### src/rtl/pipe_pkg.sv
`default_nettype none
// ============================================================================
// Module   : pipe_pkg
// Purpose  : Shared definitions for the EX->MEM->WB pipeline register:
//            bubble encodings, the lane index width and the branch kill-mask
//            helper.
// Contents : MAX_LANES, LANE_IDX_W, MEM_TYPE_NONE, WB_SEL_NONE, kill_mask()
// Revision : 1.0 - initial N-issue version
// ============================================================================
package pipe_pkg;

  // Widest issue width the kill-mask helper supports.
  localparam int unsigned MAX_LANES  = 8;
  // Width of a lane index for the widest supported issue width.
  localparam int unsigned LANE_IDX_W = $clog2(MAX_LANES);

  // Bubble encodings: "no memory access" and "no writeback source".
  localparam int unsigned MEM_TYPE_NONE = 0;
  localparam int unsigned WB_SEL_NONE   = 0;

  // Returns one bit per lane (bits >= lanes are always 0). A lane is killed
  // when it is younger than the redirecting lane. The index carries one spare
  // bit so that an out-of-range lane number can be represented; such an index
  // kills nothing.
  function automatic logic [MAX_LANES-1:0] kill_mask(
    input logic                  br_valid,
    input logic [LANE_IDX_W:0]   br_lane,
    input int unsigned           lanes
  );
    logic [MAX_LANES-1:0] mask;
    mask = '0;
    for (int unsigned i = 0; i < MAX_LANES; i++) begin
      if (br_valid && (32'(br_lane) < lanes) && (i < lanes) && (i > 32'(br_lane))) begin
        mask[i] = 1'b1;
      end
    end
    return mask;
  endfunction

endpackage
`default_nettype wire

### src/rtl/pipe_lane_slot.sv
`default_nettype none
// ============================================================================
// Module   : pipe_lane_slot
// Purpose  : One issue lane of the EX->MEM->WB pipeline register. Holds the
//            lane's MEM-stage and WB-stage registers.
// Ports    : clk, rstn          - clock, async active-low reset
//            mem_load_i         - MEM registers capture this edge
//            mem_bubble_i       - captured MEM contents are forced to a bubble
//            ex_*_i             - EX-stage fields (ex_valid_i already killed)
//            wb_bubble_i        - WB loads valid=0/we=0 and holds its data
//            mem_rf_wdata_i     - final MEM writeback data, captured into WB
//            mem_*_o / wb_*_o   - registered stage outputs
// Revision : 1.0 - initial N-issue version
// ============================================================================
module pipe_lane_slot
  import pipe_pkg::*;
#(
  parameter int DW   = 32,
  parameter int AW   = 5,
  parameter int MTW  = 3,
  parameter int SELW = 6
) (
  input  logic            clk,
  input  logic            rstn,
  input  logic            mem_load_i,
  input  logic            mem_bubble_i,
  input  logic            ex_valid_i,
  input  logic            ex_rf_we_i,
  input  logic [DW-1:0]   ex_result_i,
  input  logic [AW-1:0]   ex_rf_waddr_i,
  input  logic [MTW-1:0]  ex_mem_type_i,
  input  logic [SELW-1:0] ex_wb_sel_i,
  input  logic            wb_bubble_i,
  input  logic [DW-1:0]   mem_rf_wdata_i,
  output logic            mem_valid_o,
  output logic            mem_rf_we_o,
  output logic [DW-1:0]   mem_result_o,
  output logic [AW-1:0]   mem_rf_waddr_o,
  output logic [MTW-1:0]  mem_mem_type_o,
  output logic [SELW-1:0] mem_wb_sel_o,
  output logic            wb_valid_o,
  output logic            wb_rf_we_o,
  output logic [DW-1:0]   wb_result_o,
  output logic [DW-1:0]   wb_rf_wdata_o,
  output logic [AW-1:0]   wb_rf_waddr_o
);

  logic            mem_valid_q,    mem_valid_d;
  logic            mem_rf_we_q,    mem_rf_we_d;
  logic [DW-1:0]   mem_result_q,   mem_result_d;
  logic [AW-1:0]   mem_rf_waddr_q, mem_rf_waddr_d;
  logic [MTW-1:0]  mem_mem_type_q, mem_mem_type_d;
  logic [SELW-1:0] mem_wb_sel_q,   mem_wb_sel_d;
  logic            wb_valid_q,     wb_valid_d;
  logic            wb_rf_we_q,     wb_rf_we_d;
  logic [DW-1:0]   wb_result_q,    wb_result_d;
  logic [DW-1:0]   wb_rf_wdata_q,  wb_rf_wdata_d;
  logic [AW-1:0]   wb_rf_waddr_q,  wb_rf_waddr_d;
  logic            live;

  always_comb begin
    live           = ex_valid_i & ~mem_bubble_i;
    mem_valid_d    = mem_valid_q;
    mem_rf_we_d    = mem_rf_we_q;
    mem_result_d   = mem_result_q;
    mem_rf_waddr_d = mem_rf_waddr_q;
    mem_mem_type_d = mem_mem_type_q;
    mem_wb_sel_d   = mem_wb_sel_q;
    if (mem_load_i) begin
      // A non-live lane is a bubble; its write address is still carried.
      mem_valid_d    = live;
      mem_rf_we_d    = live & ex_rf_we_i;
      mem_result_d   = live ? ex_result_i   : '0;
      mem_mem_type_d = live ? ex_mem_type_i : MTW'(MEM_TYPE_NONE);
      mem_wb_sel_d   = live ? ex_wb_sel_i   : SELW'(WB_SEL_NONE);
      mem_rf_waddr_d = ex_rf_waddr_i;
    end

    // A WB bubble only drops valid/we; holding the data keeps a stalled
    // instruction from being written twice.
    wb_valid_d    = wb_bubble_i ? 1'b0 : mem_valid_q;
    wb_rf_we_d    = wb_bubble_i ? 1'b0 : mem_rf_we_q;
    wb_result_d   = wb_result_q;
    wb_rf_wdata_d = wb_rf_wdata_q;
    wb_rf_waddr_d = wb_rf_waddr_q;
    if (!wb_bubble_i) begin
      wb_result_d   = mem_result_q;
      wb_rf_wdata_d = mem_rf_wdata_i;
      wb_rf_waddr_d = mem_rf_waddr_q;
    end
  end

  always_ff @(posedge clk or negedge rstn) begin
    if (!rstn) begin
      mem_valid_q    <= 1'b0;
      mem_rf_we_q    <= 1'b0;
      mem_result_q   <= '0;
      mem_rf_waddr_q <= '0;
      mem_mem_type_q <= '0;
      mem_wb_sel_q   <= '0;
      wb_valid_q     <= 1'b0;
      wb_rf_we_q     <= 1'b0;
      wb_result_q    <= '0;
      wb_rf_wdata_q  <= '0;
      wb_rf_waddr_q  <= '0;
    end else begin
      mem_valid_q    <= mem_valid_d;
      mem_rf_we_q    <= mem_rf_we_d;
      mem_result_q   <= mem_result_d;
      mem_rf_waddr_q <= mem_rf_waddr_d;
      mem_mem_type_q <= mem_mem_type_d;
      mem_wb_sel_q   <= mem_wb_sel_d;
      wb_valid_q     <= wb_valid_d;
      wb_rf_we_q     <= wb_rf_we_d;
      wb_result_q    <= wb_result_d;
      wb_rf_wdata_q  <= wb_rf_wdata_d;
      wb_rf_waddr_q  <= wb_rf_waddr_d;
    end
  end

  assign mem_valid_o    = mem_valid_q;
  assign mem_rf_we_o    = mem_rf_we_q;
  assign mem_result_o   = mem_result_q;
  assign mem_rf_waddr_o = mem_rf_waddr_q;
  assign mem_mem_type_o = mem_mem_type_q;
  assign mem_wb_sel_o   = mem_wb_sel_q;
  assign wb_valid_o     = wb_valid_q;
  assign wb_rf_we_o     = wb_rf_we_q;
  assign wb_result_o    = wb_result_q;
  assign wb_rf_wdata_o  = wb_rf_wdata_q;
  assign wb_rf_waddr_o  = wb_rf_waddr_q;

endmodule
`default_nettype wire

### src/rtl/ex_mem_wb_pipe_reg.sv
`default_nettype none
// ============================================================================
// Module   : ex_mem_wb_pipe_reg
// Purpose  : Parametrised EX->MEM->WB pipeline register for the N-issue
//            integer pipeline. Per-lane valid, branch kill of younger lanes,
//            global flush and WB bubble insertion while MEM is stalled.
// Ports    : clk, rstn               - clock, async active-low reset
//            mem_stall, flush        - dcache stall / global flush
//            ex_*                    - EX-stage lane fields (lane 0 oldest)
//            ex_br_valid/ex_br_lane  - redirect and redirecting lane
//            ex_ready                - EX may advance (= !mem_stall)
//            mem_*                   - MEM-stage registered outputs
//            mem_rf_wdata            - final MEM writeback data (input)
//            wb_*                    - WB-stage registered outputs
// Revision : 1.0 - initial N-issue version (LANES <= MAX_LANES)
// ============================================================================
module ex_mem_wb_pipe_reg
  import pipe_pkg::*;
#(
  parameter int LANES = 2,
  parameter int DW    = 32,
  parameter int AW    = 5,
  parameter int MTW   = 3,
  parameter int SELW  = 6
) (
  input  logic                     clk,
  input  logic                     rstn,
  input  logic                     mem_stall,
  input  logic                     flush,
  input  logic [LANES-1:0]         ex_valid,
  input  logic                     ex_br_valid,
  input  logic [$clog2(LANES)-1:0] ex_br_lane,
  input  logic [LANES*DW-1:0]      ex_result,
  input  logic [LANES-1:0]         ex_rf_we,
  input  logic [LANES*AW-1:0]      ex_rf_waddr,
  input  logic [LANES*MTW-1:0]     ex_mem_type,
  input  logic [LANES*SELW-1:0]    ex_wb_sel,
  output logic                     ex_ready,
  output logic [LANES-1:0]         mem_valid,
  output logic [LANES-1:0]         mem_rf_we,
  output logic [LANES*DW-1:0]      mem_result,
  output logic [LANES*AW-1:0]      mem_rf_waddr,
  output logic [LANES*MTW-1:0]     mem_mem_type,
  output logic [LANES*SELW-1:0]    mem_wb_sel,
  input  logic [LANES*DW-1:0]      mem_rf_wdata,
  output logic [LANES-1:0]         wb_valid,
  output logic [LANES-1:0]         wb_rf_we,
  output logic [LANES*DW-1:0]      wb_result,
  output logic [LANES*DW-1:0]      wb_rf_wdata,
  output logic [LANES*AW-1:0]      wb_rf_waddr
);

  logic [MAX_LANES-1:0] w_kill;
  logic                 w_unused_kill;
  logic                 w_mem_load;
  logic                 w_mem_bubble;
  logic                 w_wb_bubble;

  assign w_kill = kill_mask(ex_br_valid, (LANE_IDX_W+1)'(ex_br_lane), LANES);
  // Bits above LANES are always zero.
  assign w_unused_kill = &{1'b0, w_kill};

  // Flush wins over stall: MEM captures a bubble even while stalled.
  assign w_mem_load   = flush | ~mem_stall;
  assign w_mem_bubble = flush;
  assign w_wb_bubble  = flush | mem_stall;
  assign ex_ready     = ~mem_stall;

  for (genvar g = 0; g < LANES; g++) begin : g_lane
    pipe_lane_slot #(
      .DW   (DW),
      .AW   (AW),
      .MTW  (MTW),
      .SELW (SELW)
    ) u_slot (
      .clk            (clk),
      .rstn           (rstn),
      .mem_load_i     (w_mem_load),
      .mem_bubble_i   (w_mem_bubble),
      .ex_valid_i     (ex_valid[g] & ~w_kill[g]),
      .ex_rf_we_i     (ex_rf_we[g]),
      .ex_result_i    (ex_result[g*DW +: DW]),
      .ex_rf_waddr_i  (ex_rf_waddr[g*AW +: AW]),
      .ex_mem_type_i  (ex_mem_type[g*MTW +: MTW]),
      .ex_wb_sel_i    (ex_wb_sel[g*SELW +: SELW]),
      .wb_bubble_i    (w_wb_bubble),
      .mem_rf_wdata_i (mem_rf_wdata[g*DW +: DW]),
      .mem_valid_o    (mem_valid[g]),
      .mem_rf_we_o    (mem_rf_we[g]),
      .mem_result_o   (mem_result[g*DW +: DW]),
      .mem_rf_waddr_o (mem_rf_waddr[g*AW +: AW]),
      .mem_mem_type_o (mem_mem_type[g*MTW +: MTW]),
      .mem_wb_sel_o   (mem_wb_sel[g*SELW +: SELW]),
      .wb_valid_o     (wb_valid[g]),
      .wb_rf_we_o     (wb_rf_we[g]),
      .wb_result_o    (wb_result[g*DW +: DW]),
      .wb_rf_wdata_o  (wb_rf_wdata[g*DW +: DW]),
      .wb_rf_waddr_o  (wb_rf_waddr[g*AW +: AW])
    );
  end

endmodule
`default_nettype wire

### config.mk
export PLATFORM = sky130hd
export DESIGN_NAME = ex_mem_wb_pipe_reg
export DESIGN_NICKNAME = d
export VERILOG_FILES = /design/src/rtl/pipe_pkg.sv /design/src/rtl/pipe_lane_slot.sv /design/src/rtl/ex_mem_wb_pipe_reg.sv
export SDC_FILE = /design/constraint.sdc
export NUM_CORES = 1
export LEC_CHECK = 0
export ABC_CLOCK_PERIOD_IN_PS = 1800
export BUFFER_PORTS_ARGS = -buffer_cell sky130_fd_sc_hd__buf_2
export CORE_AREA = 2 2 159 161
export DETAILED_ROUTE_END_ITERATION = 16
export DIE_AREA = 0 0 161 163
export GPL_TIMING_DRIVEN = 0
export PLACE_DENSITY = 0.76
export SLEW_MARGIN = 15
export SYNTH_ARGS = -nofsm -noshare
export SYNTH_HDL_FRONTEND = slang
export SYNTH_HIERARCHICAL = 1
export SYNTH_SLANG_ARGS = --single-unit
### constraint.sdc
create_clock -name clk -period 1.8 [get_ports clk]
set_clock_uncertainty 0.15 [all_clocks]
set_input_delay 0.09 -clock clk [delete_from_list [all_inputs] [get_ports clk]]
set_output_delay 0.09 -clock clk [all_outputs]
set_load 0.02 [all_outputs]
* Word-level counts from Yosys, hierarchy flattened
Index checks and enable logic that the tools add are counted.
** Word-level totals
- Flip-flop bits (word level) :: 238
- Bits of input ports :: 166
- Output and inout bits :: 239
- Word-level logic and storage cells :: 45
** Cells by class
- Order comparisons :: 1
- Muxes and demuxes :: 11
- Reductions and logical operators :: 1
- Bitwise logic cells :: 10
** Operators by type and width (count)
- 32-bit two-way mux :: 2
- 6-bit two-way mux :: 2
- 3-bit two-way mux :: 2
- 1-bit bitwise AND :: 5
- 1-bit two-way mux :: 5
- 1-bit NOT :: 3
- 1-bit OR :: 2
- 1-bit > comparator (first input constant) :: 1
- 1-bit logical AND :: 1

* Depth between registers and ports, before layout
Gate-level depths: netlist of run 1.
- Depth in word-level cells :: 7
- Depth in mapped cells :: 6
- Gate-level depth less buffers :: 4

* Cells and area by module
The synthesis of run 1 kept the hierarchy.
** By module, submodules not included
- pipe_lane_slot :: cells each 382, area each 4595.7 um^2, sequential area each 2977.9 um^2, times used 2
- ex_mem_wb_pipe_reg :: cells each 5, area each 27.5 um^2, sequential area each 0.0 um^2, times used 1

* Least setup slack after synthesis of run 1
Ideal clock, no wire load.
- Kind :: input -> register
- Start point :: in mem_stall
- End point :: reg g_lane[0].u_slot.wb_rf_wdata_q[10]
- Arrival time :: 993 ps
- Data required time :: 1525 ps
- Slack :: 532 ps
- Stages on the path :: 4
- Buffers on the path :: 2
- Library setup time :: 125 ps
- Cell sequence :: or2_1 > buf_6 > buf_8 > mux2_4
** On the way
- Longest elaborated chain between the ends :: 1
** Ends and longest elaborated chain
- from (decl) :: line ex_mem_wb_pipe_reg.sv:28 : input logic mem_stall,
- 1-bit OR :: line ex_mem_wb_pipe_reg.sv:66 : assign w_wb_bubble = flush | mem_stall;
- to (signal assigned) :: line pipe_lane_slot.sv:116 : wb_rf_wdata_q <= wb_rf_wdata_d;
- to (decl) :: line pipe_lane_slot.sv:57 : logic [DW-1:0] wb_rf_wdata_q, wb_rf_wdata_d;
Every way passes these cells.
A chain may end at the register's enable or synchronous reset.

* Final worst setup path of run 1
- Start point :: in ex_br_valid
- End point :: reg g_lane[1].u_slot.mem_valid_q
** On the way
- Longest elaborated chain between the ends :: 5
** Ends and longest elaborated chain
- from (decl) :: line ex_mem_wb_pipe_reg.sv:31 : input logic ex_br_valid,
- 1-bit logical AND :: line pipe_pkg.sv:33 : if (br_valid && (32'(br_lane) < lanes) && (i < lanes) && (i > 32'(br_lane))) begin
- 1-bit two-way mux :: line pipe_pkg.sv:33
- 1-bit NOT :: line ex_mem_wb_pipe_reg.sv:80 : .ex_valid_i (ex_valid[g] & ~w_kill[g]),
- 1-bit bitwise AND :: line ex_mem_wb_pipe_reg.sv:80
- 1-bit bitwise AND :: line pipe_lane_slot.sv:62 : live = ex_valid_i & ~mem_bubble_i;
- to (signal assigned) :: line pipe_lane_slot.sv:107 : mem_valid_q <= mem_valid_d;
- to (decl) :: line pipe_lane_slot.sv:48 : logic mem_valid_q, mem_valid_d;
Every way passes these cells.

==> results of run 1 <==
-- flip-flops by register name, summed over array words and instances (netlist names) --
register                      cells
g_lane.u_slot/mem_mem_type_o      6
g_lane.u_slot/mem_result_o       64
g_lane.u_slot/mem_rf_waddr_o     10
g_lane.u_slot/mem_rf_we_o         2
g_lane.u_slot/mem_valid_o         2
g_lane.u_slot/mem_wb_sel_o       12
g_lane.u_slot/wb_result_o        64
g_lane.u_slot/wb_rf_waddr_o      10
g_lane.u_slot/wb_rf_wdata_o      64
g_lane.u_slot/wb_rf_we_o          2
g_lane.u_slot/wb_valid_o          2
-- metrics by stage --
step,utilization [%],hold WS [ns],power [W]
after floorplan,-,-0.356,0.00757
after global placement,47.2,0.171,0.00857
after detailed placement,47.5,-0.190,0.00866
after CTS,58.1,0.0949,0.0146
after global routing,58.1,0.156,0.0152
final,58.1,0.139,0.0146
-- where the power goes --
| group | internal, W | switching [W] | leakage (nW) |
|---|---|---|---|
| clock network | 0.00345 | 0.00219 | 0.440 |
| logic | 0.00121 | 0.00160 | 3.99 |
| registers | 0.00584 | 0.000291 | 3.07 |
| total | 0.0105 | 0.00407 | 7.50 |
-- cell type report --
cell class / instances / area, um2 / area share, %
inverters: 88 / 330 / 2.30
repair buffers: 575 / 3790 / 26.4
multi-input cells: 391 / 2590 / 18.1
clock inverters: 12 / 188 / 1.31
flip-flops and latches: 238 / 5960 / 41.5
plain buffers: 52 / 338 / 2.36
clock buffers: 33 / 728 / 5.08
well taps: 330 / 413 / 2.88
-- worst max-delay path: cells and delay by family --
family | cells | cell delay [ns]
AOI/OAI and AO/OA | 1 | 0.15
and+or+nand+nor | 1 | 0.07
muxes | 1 | 0.16
buffers and inverters | 4 | 1.45
-- placed cells by master (no fill, tap or decap), types with 2 or more instances in the layout --
cell type	netlist	layout
buf_6	6	6
clkbuf_1	4	7
mux2_2	36	36
buf_16	0	2
nand2_1	148	148
nor2_1	4	4
mux2_4	48	48
nand2b_1	3	3
mux2i_1	2	2
inv_6	0	2
clkinvlp_4	0	2
clkbuf_8	0	3
clkinv_4	0	4
buf_8	4	5
bufinv_16	0	4
clkbuf_16	0	27
buf_2	36	439
o22ai_1	84	84
dlygate4sd3_1	0	168
inv_1	88	88
o21ai_0	64	64
dfrtp_1	238	238
buf_4	2	2
-- cell families (layout without fill, tap and decap cells) --
logic type      after synthesis  after routing  synth area share (%)
buf+inv                     140            760                  7.25
mux                          86             86                  12.4
simple gates                156            156                  6.46
compound gates              149            149                  9.26
flops                       238            238                  64.6
-- per-layer routing --
metal / global-route usage, % / up-vias
li1: - / 3747
met1: 27.4 / 4115
met2: 40.7 / 454
met3: 5.47 / 130
met4: 11.6 / 0
met5: 0 / -
-- how the worst min path moves through the flow --
stage                      from                                        endpoint  slack (ns)  cells after the start
2_1_floorplan              rstn  g_lane[0].u_slot/mem_mem_type_o[0]$_DFFE_PN0P_       -0.36                      0
3_5_place_dp               rstn    g_lane[0].u_slot/mem_wb_sel_o[3]$_DFFE_PN0P_       -0.19                      1
6_report              mem_stall        g_lane[0].u_slot/mem_valid_o$_DFFE_PN0P_        0.14                      5
5_1_grt               mem_stall        g_lane[0].u_slot/mem_valid_o$_DFFE_PN0P_        0.16                      5
4_1_cts               mem_stall        g_lane[0].u_slot/mem_valid_o$_DFFE_PN0P_        0.09                      5
3_3_place_gp   mem_rf_wdata[62]  g_lane[1].u_slot/wb_rf_wdata_o[30]$_DFFE_PN0N_        0.17                      2
==> flow_metrics.py, run 1 <==
metrics = {
    "run_status": {
        "status": "completed",
    },
    "worst_setup_path": {
        "reg2reg_from": "g_lane[1].u_slot/mem_mem_type_o[2]$_DFFE_PN0P_",
        "crit_fanout": 7,
        "cp_cell_sequence": "dlygate4sd3_1, buf_2, a21boi_0, nand2b_1, buf_2, dlygate4sd3_1, mux2i_1",
        "criticalPathCategory": "input pin to register",
        "ff2ff_path_depth": 3,
        "crit_path_end_kind": "register",
        "worstSetupEndpoint": "g_lane[1].u_slot/mem_valid_o$_DFFE_PN0P_",
        "cp_slowest_stage_delay_ns": 0.62,
        "cp_data_arrival_time_ns": 1.92,
        "critPathLaunch": "ex_br_valid",
        "startpoint_type": "input pin",
        "reg2reg_to": "g_lane[1].u_slot/mem_mem_type_o[2]$_DFFE_PN0P_",
        "r2r_slack_ns": 0.45,
        "cpMaxStageDelayCell": "dlygate4sd3_1",
        "cp_data_required_time_ns": 2.09,
    },
    "placement": {
        "hpwl_mm": 20.2,
        "dp.cells": 1505,
        "finalWeightedCongestion": 0.845,
        "portBuffers": 404,
        "dpl_cell_area_um2": 11700,
        "post-place-ws_ns": 0.0667,
    },
    "timing": {
        "slew_viol_final": 0,
        "layout_min_cycle_time_ns": 1.63,
        "fin_crit_sh_pct": 90.6,
        "rsz0062_at_grt": "no",
        "worstMarginPinSlew_ns": 0.564,
        "finalHoldViolCount": 0,
        "setup_viol_count_final": 0,
        "max_freq_mhz": 613,
        "max-slew-margin-rel_pct": 62.4,
        "worst_slack_ns": 0.170,
        "finalSetupTns_ns": 0,
    },
    "clock_network": {
        "htree_levels": 1,
        "clock_path_buffers": 3,
        "clkLatencyLatePin_ns": 0.52,
        "hold_buffers": 169,
        "post-cts-setup-buffers": 0,
        "cts_tree": "done",
        "clock-sinks": 238,
        "clk_pin_slew_ns": 0.06,
        "root_buffer": "clkbuf_16",
        "cts_resized": 0,
        "cts_buffers": 26,
    },
    "yosys": {
        "synth_flop_cell": "dfrtp_1",
        "synth_top_cell_by_area": "dfrtp_1",
        "avgSynthCellArea_um2": 12.0,
        "syn_area_um2": 9220,
        "synth_top_area_share_pct": 64.6,
        "synthTopCellsByCount": "238 x dfrtp_1, 148 x nand2_1, 88 x inv_1",
        "yosysWarnings": 6,
        "async_flop_share_pct": 100,
        "netlist_top_cells_area": "dfrtp_1 65%, mux2_4 7.8%, nand2_1 6.0%, o22ai_1 5.7%, mux2_2 4.4%",
        "ys_ff_latch": 238,
        "synth.most_common_cell": "dfrtp_1",
        "synth_edf_count": 0,
        "synth-seq-area-share_pct": 64.6,
        "synthCells": 769,
        "syn_nets": 935,
        "synth_cell_types": 17,
    },
    "power_and_ir_drop": {
        "power.leakage_nw": 7.50,
        "ir_drop_v": 0.000610,
        "powerDensity_nw_per_um2": 1020,
    },
    "cells_and_area": {
        "fillers": 1881,
        "fin_nets": 1538,
        "finish.instance_area_um2": 14300,
        "layout-drive-gt1-share_pct": 41.8,
        "area_growth_pct": 55.5,
        "n_antenna_cell": 0,
        "final_cells": 1719,
    },
    "die": {
        "dieHeight_um": 163,
        "coreArea_um2": 24700,
        "start_util_pct": 37.4,
        "dieArea_um2": 26200,
        "die_width_um": 161,
        "ioPinCount": 405,
        "rows": 58,
    },
    "detailed_routing": {
        "drcViolationCount": 0,
        "routed_wl_mm": 31.9,
        "via_per_inst": 4.91,
        "routedLengthMet1_mm": 11.9,
        "first_iter_violations": 617,
        "routedWlPerCell_um": 18.6,
        "top_layer": "met4",
        "vias": 8446,
        "ant_nets": 0,
        "drtPass1Iterations": 5,
        "wl_met3_mm": 2.38,
        "wl_met2_mm": 16.0,
    },
    "grt": {
        "first_global_vias": 8986,
        "grt_remaining_overflow": 0,
        "grt_max_degree": 109,
        "grt_pass1_wl_mm": 48.9,
        "grt_use_total_pct": 23.5,
        "antenna_found_initial": 0,
    },
    "worst_hold_path": {
        "worst_hold_path_type": "input pin to register",
    },
    "run": {
        "max-cap-violations": 0,
    },
}
(Power assumes the default switching activity.)
==> run 2: changes to the inputs <==
--- a/config.mk
+++ b/config.mk
@@ -6,12 +6,13 @@
 export NUM_CORES = 1
 export LEC_CHECK = 0
 export ABC_CLOCK_PERIOD_IN_PS = 1800
-export BUFFER_PORTS_ARGS = -buffer_cell sky130_fd_sc_hd__buf_2
+export CAP_MARGIN = 20
 export CORE_AREA = 2 2 159 161
 export DETAILED_ROUTE_END_ITERATION = 16
 export DIE_AREA = 0 0 161 163
+export DONT_BUFFER_PORTS = 1
 export GPL_TIMING_DRIVEN = 0
-export PLACE_DENSITY = 0.76
+export PLACE_DENSITY = 0.62
 export SLEW_MARGIN = 15
 export SYNTH_ARGS = -nofsm -noshare
 export SYNTH_HDL_FRONTEND = slang
==> flow_metrics.py, run 2 (synthesis results as in run 1) <==
metrics = {
    "detailed_routing": {
        "vias": 6678,
        "first_iter_violations": 508,
        "routedWlPerCell_um": 21.1,
        "ant_nets": 0,
        "via_per_inst": 5.08,
        "routed_wl_mm": 27.7,
        "drtPass1Iterations": 5,
        "drcViolationCount": 0,
    },
    "timing": {
        "holdWs_ns": -0.893,
        "setup_viol_count_final": 0,
        "slew_viol_final": 0,
        "fin_crit_sh_pct": 92.2,
        "max-slew-margin-rel_pct": 63.7,
        "finalSetupTns_ns": 0,
        "max_freq_mhz": 603,
        "worstMarginPinSlew_ns": 0.544,
        "rsz0062_at_grt": "no",
        "finalHoldViolCount": 238,
        "layout_min_cycle_time_ns": 1.66,
    },
    "die": {
        "rows": 58,
        "ioPinCount": 405,
        "coreArea_um2": 24700,
        "start_util_pct": 37.4,
        "die_width_um": 161,
        "dieHeight_um": 163,
        "dieArea_um2": 26200,
    },
    "clock_network": {
        "hold_buffers": 171,
        "cts_resized": 0,
        "clock-sinks": 238,
        "clock_path_buffers": 3,
        "cts_tree": "done",
        "clkLatencyLatePin_ns": 0.53,
        "root_buffer": "clkbuf_16",
        "cts_buffers": 27,
        "clk_pin_slew_ns": 0.06,
        "htree_levels": 1,
    },
    "run": {
        "max-cap-violations": 0,
    },
    "grt": {
        "grt_max_degree": 239,
        "first_global_vias": 6909,
        "grt_remaining_overflow": 0,
        "grt_pass1_wl_mm": 41.4,
        "antenna_found_initial": 1,
        "grt_use_total_pct": 20.2,
    },
    "worst_setup_path": {
        "crit_fanout": 1,
        "criticalPathCategory": "input pin to register",
        "cp_data_arrival_time_ns": 1.90,
        "startpoint_type": "input pin",
        "cp_data_required_time_ns": 2.04,
        "crit_path_end_kind": "register",
    },
    "worst_hold_path": {
        "worst_hold_path_type": "input pin to async pin",
    },
    "power_and_ir_drop": {
        "powerDensity_nw_per_um2": 1120,
        "ir_drop_v": 0.000651,
        "fin_total_pwr_w": 0.0137,
        "power.leakage_nw": 5.67,
    },
    "placement": {
        "hpwl_mm": 18.4,
        "portBuffers": 0,
        "finalWeightedCongestion": 0.769,
        "dp.cells": 1099,
    },
    "run_status": {
        "status": "complete, but fails checks",
        "failed_checks": "negative hold slack",
    },
    "cells_and_area": {
        "finish.utilization_pct": 49.6,
        "layout-drive-gt1-share_pct": 17.6,
        "area_growth_pct": 32.8,
        "layout_commonest_cell": "dfrtp_1",
        "most-common-layout-cells": "238 x dfrtp_1, 171 x dlygate4sd3_1, 148 x nand2_1, 88 x inv_1, 84 x o22ai_1",
        "fin_nets": 1135,
        "final_cells": 1315,
    },
}
-- run 2: cell count changes in the layout (fill, tap and decap cells not counted), sizes merged, moves of 2 or more --
| cell | delta |
|---|---|
| buf | -407 |
| inv | -2 |
| dlygate4sd3 | +3 |
| clkbuf | +3 |
-- run 2: cell type report --
cell class | count | area [um2]
antenna | 1 | 2.50
buffer | 52 | 338
clock buffer | 36 | 769
clock inverter | 8 | 125
fill | 2127 | 12400
inverter | 88 | 330
multi-input combinational | 391 | 2590
sequential | 238 | 5960
tap | 330 | 413
timing repair buffer | 171 | 1710
-- run 2: power by group --
group / switching [W] / internal (W)
registers: 0.00104 / 0.00584
clock network: 0.00214 / 0.00340
logic: 0.000523 / 0.000749
total: 0.00370 / 0.00998
-- run 2: timing repair --
item | 4_1_cts | 5_1_grt
endpoints found under the setup margin | 0 | 0
buffers inserted | 0 | 0
endpoints found under the hold margin | 398 | 238
-- run 2: critical path, stage by stage --
cell and delay [ns]:
dlygate4sd3_1 0.56, nand2_1 0.08, dlygate4sd3_1 0.55, o22ai_1 0.06, dlygate4sd3_1 0.56
-- run 2: metal layers --
layer / share of wire [%] / track usage (%) / wire length [um] / up-vias
met5: 0 / 0 / 0 / -
met2: 49 / 33.7 / 13700 / 354
met3: 9.0 / 6.29 / 2490 / 91
met4: 3.7 / 7.39 / 1030 / 0
met1: 38 / 24.7 / 10500 / 3301
li1: - / - / - / 2932
-- run 2: per-stage QoR --
stage / worst slack, ns / area (um2)
2_1_floorplan: 0.532 / 9220
3_3_place_gp: 0.212 / 9630
3_5_place_dp: 0.178 / 9630
4_1_cts: 0.208 / 12200
5_1_grt: 0.104 / 12200
6_report: 0.141 / 12200
-- run 2: final timing paths --
| kind | startpoint | endpoint | slack [ns] | cells after the start |
|---|---|---|---|---|
| hold / removal | rstn | g_lane[0].u_slot/wb_result_o[7]$_DFFE_PN0N_ | -0.89 | 0 |
| setup / recovery | ex_wb_sel[11] | g_lane[1].u_slot/mem_wb_sel_o[5]$_DFFE_PN0P_ | 0.14 | 5 |
| setup reg to reg | g_lane[1].u_slot/mem_mem_type_o[2]$_DFFE_PN0P_ | g_lane[1].u_slot/mem_mem_type_o[2]$_DFFE_PN0P_ | 0.29 | 3 |
| min in group clk | mem_stall | g_lane[0].u_slot/mem_valid_o$_DFFE_PN0P_ | 0.03 | 4 |
| max in group asynchronous | rstn | g_lane[1].u_slot/mem_valid_o$_DFFE_PN0P_ | 2.04 | 0 |
| hold reg to reg | g_lane[1].u_slot/wb_result_o[8]$_DFFE_PN0N_ | g_lane[1].u_slot/wb_result_o[8]$_DFFE_PN0N_ | 0.48 | 2 |
==> run 3: changes to the inputs <==
--- a/config.mk
+++ b/config.mk
@@ -12,7 +12,6 @@
 export DIE_AREA = 0 0 161 163
 export DONT_BUFFER_PORTS = 1
 export GPL_TIMING_DRIVEN = 0
-export PLACE_DENSITY = 0.62
 export SLEW_MARGIN = 15
 export SYNTH_ARGS = -nofsm -noshare
 export SYNTH_HDL_FRONTEND = slang
==> flow_metrics.py, run 3 (synthesis results as in run 1) <==
metrics = {
    "placement": {
        "portBuffers": 0,
        "hpwl_mm": 17.6,
        "post-place-ws_ns": 0.154,
        "finalWeightedCongestion": 0.783,
        "dp.cells": 1099,
    },
    "detailed_routing": {
        "ant_nets": 0,
        "drcViolationCount": 0,
        "routed_wl_mm": 26.7,
        "first_iter_violations": 539,
        "routedWlPerCell_um": 20.2,
        "via_per_inst": 5.00,
        "vias": 6610,
        "drtPass1Iterations": 4,
    },
    "worst_setup_path": {
        "startpoint_type": "input pin",
        "crit_fanout": 1,
        "crit_path_end_kind": "register",
        "ff2ff_path_depth": 3,
        "cp_data_arrival_time_ns": 1.88,
        "criticalPathCategory": "input pin to register",
        "cp_data_required_time_ns": 2.05,
    },
    "clock_network": {
        "clock-sinks": 238,
        "cts_buffers": 26,
        "cts_tree": "done",
        "root_buffer": "clkbuf_16",
        "clk_pin_slew_ns": 0.06,
        "clkLatencyLatePin_ns": 0.52,
        "clock_path_buffers": 3,
        "htree_levels": 1,
        "cts_resized": 0,
        "hold_buffers": 179,
        "post-cts-setup-buffers": 0,
    },
    "timing": {
        "rsz0062_at_grt": "no",
        "layout_min_cycle_time_ns": 1.64,
        "finalHoldViolCount": 238,
        "slew_viol_final": 0,
        "max_freq_mhz": 611,
        "finalSetupTns_ns": 0,
        "worstMarginPinSlew_ns": 0.953,
        "max-slew-margin-rel_pct": 36.5,
        "worst_slack_ns": 0.164,
        "setup_viol_count_final": 0,
        "fin_crit_sh_pct": 90.9,
        "holdWs_ns": -0.880,
    },
    "die": {
        "ioPinCount": 405,
        "rows": 58,
        "dieArea_um2": 26200,
        "dieHeight_um": 163,
        "coreArea_um2": 24700,
        "start_util_pct": 37.4,
        "die_width_um": 161,
    },
    "grt": {
        "grt_max_degree": 239,
        "grt_pass1_wl_mm": 40.6,
        "grt_remaining_overflow": 0,
        "grt_use_total_pct": 19.6,
        "antenna_found_initial": 0,
        "first_global_vias": 7046,
    },
    "worst_hold_path": {
        "worst_hold_path_type": "input pin to async pin",
    },
    "cells_and_area": {
        "n_antenna_cell": 0,
        "fin_nets": 1142,
        "final_cells": 1321,
        "layout-drive-gt1-share_pct": 16.9,
        "layout_commonest_cell": "dfrtp_1",
        "finish.utilization_pct": 49.5,
        "area_growth_pct": 32.6,
        "most-common-layout-cells": "238 x dfrtp_1, 179 x dlygate4sd3_1, 148 x nand2_1, 88 x inv_1, 84 x o22ai_1",
    },
    "run_status": {
        "status": "complete, but fails checks",
        "failed_checks": "negative hold slack",
    },
    "power_and_ir_drop": {
        "powerDensity_nw_per_um2": 1080,
        "power.leakage_nw": 5.66,
        "ir_drop_v": 0.000633,
    },
    "run": {
        "max-cap-violations": 0,
    },
}
## run 3: metrics by stage
stage | hold slack, ns | instance area, um2 | total power [W]
finish | -0.880 | 12200 | 0.0132
global placement | -0.351 | 9630 | 0.00787
CTS | -0.910 | 12200 | 0.0133
floorplan | -0.356 | 9220 | 0.00757
global route | -0.909 | 12200 | 0.0137
detailed placement | -0.352 | 9630 | 0.00790
## run 3: cell type report
cell class / instances / area (um2)
Inverter: 88 / 330
Timing Repair Buffer: 179 / 1790
Tap cell: 330 / 413
Multi-Input combinational cell: 391 / 2590
Clock buffer: 41 / 788
Sequential cell: 238 / 5960
Fill cell: 2145 / 12500
Buffer: 52 / 338
Clock inverter: 2 / 10.0
## run 3: power by group
part           internal, W  switching (W)
sequential         0.00584        0.00104
clock              0.00296        0.00204
combinational     0.000761       0.000518
total              0.00956        0.00360
## run 3: final timing paths
path | start | end | slack [ns]
worst max-delay path | ex_mem_type[2] | g_lane[0].u_slot/mem_mem_type_o[2]$_DFFE_PN0P_ | 0.16
worst min-delay path | rstn | g_lane[0].u_slot/wb_result_o[11]$_DFFE_PN0N_ | -0.88
worst max register to register | g_lane[0].u_slot/mem_result_o[2]$_DFFE_PN0P_ | g_lane[0].u_slot/mem_result_o[2]$_DFFE_PN0P_ | 0.29
worst min register to register | g_lane[0].u_slot/wb_result_o[10]$_DFFE_PN0N_ | g_lane[0].u_slot/wb_result_o[10]$_DFFE_PN0N_ | 0.48
max in group asynchronous | rstn | g_lane[1].u_slot/mem_result_o[6]$_DFFE_PN0P_ | 1.59
min in group clk | mem_stall | g_lane[1].u_slot/mem_valid_o$_DFFE_PN0P_ | 0.01
## run 3: critical path, cell delays in order
cell and delay [ns]:
dlygate4sd3_1 0.57, nand2_1 0.07, dlygate4sd3_1 0.54, o22ai_1 0.06
dlygate4sd3_1 0.56
## run 3: layer usage
metal	GRT usage, %	wire length [um]
met1	23.2	10100
met4	7.31	945
met5	0	0
met2	33.4	13200
met3	6.19	2400
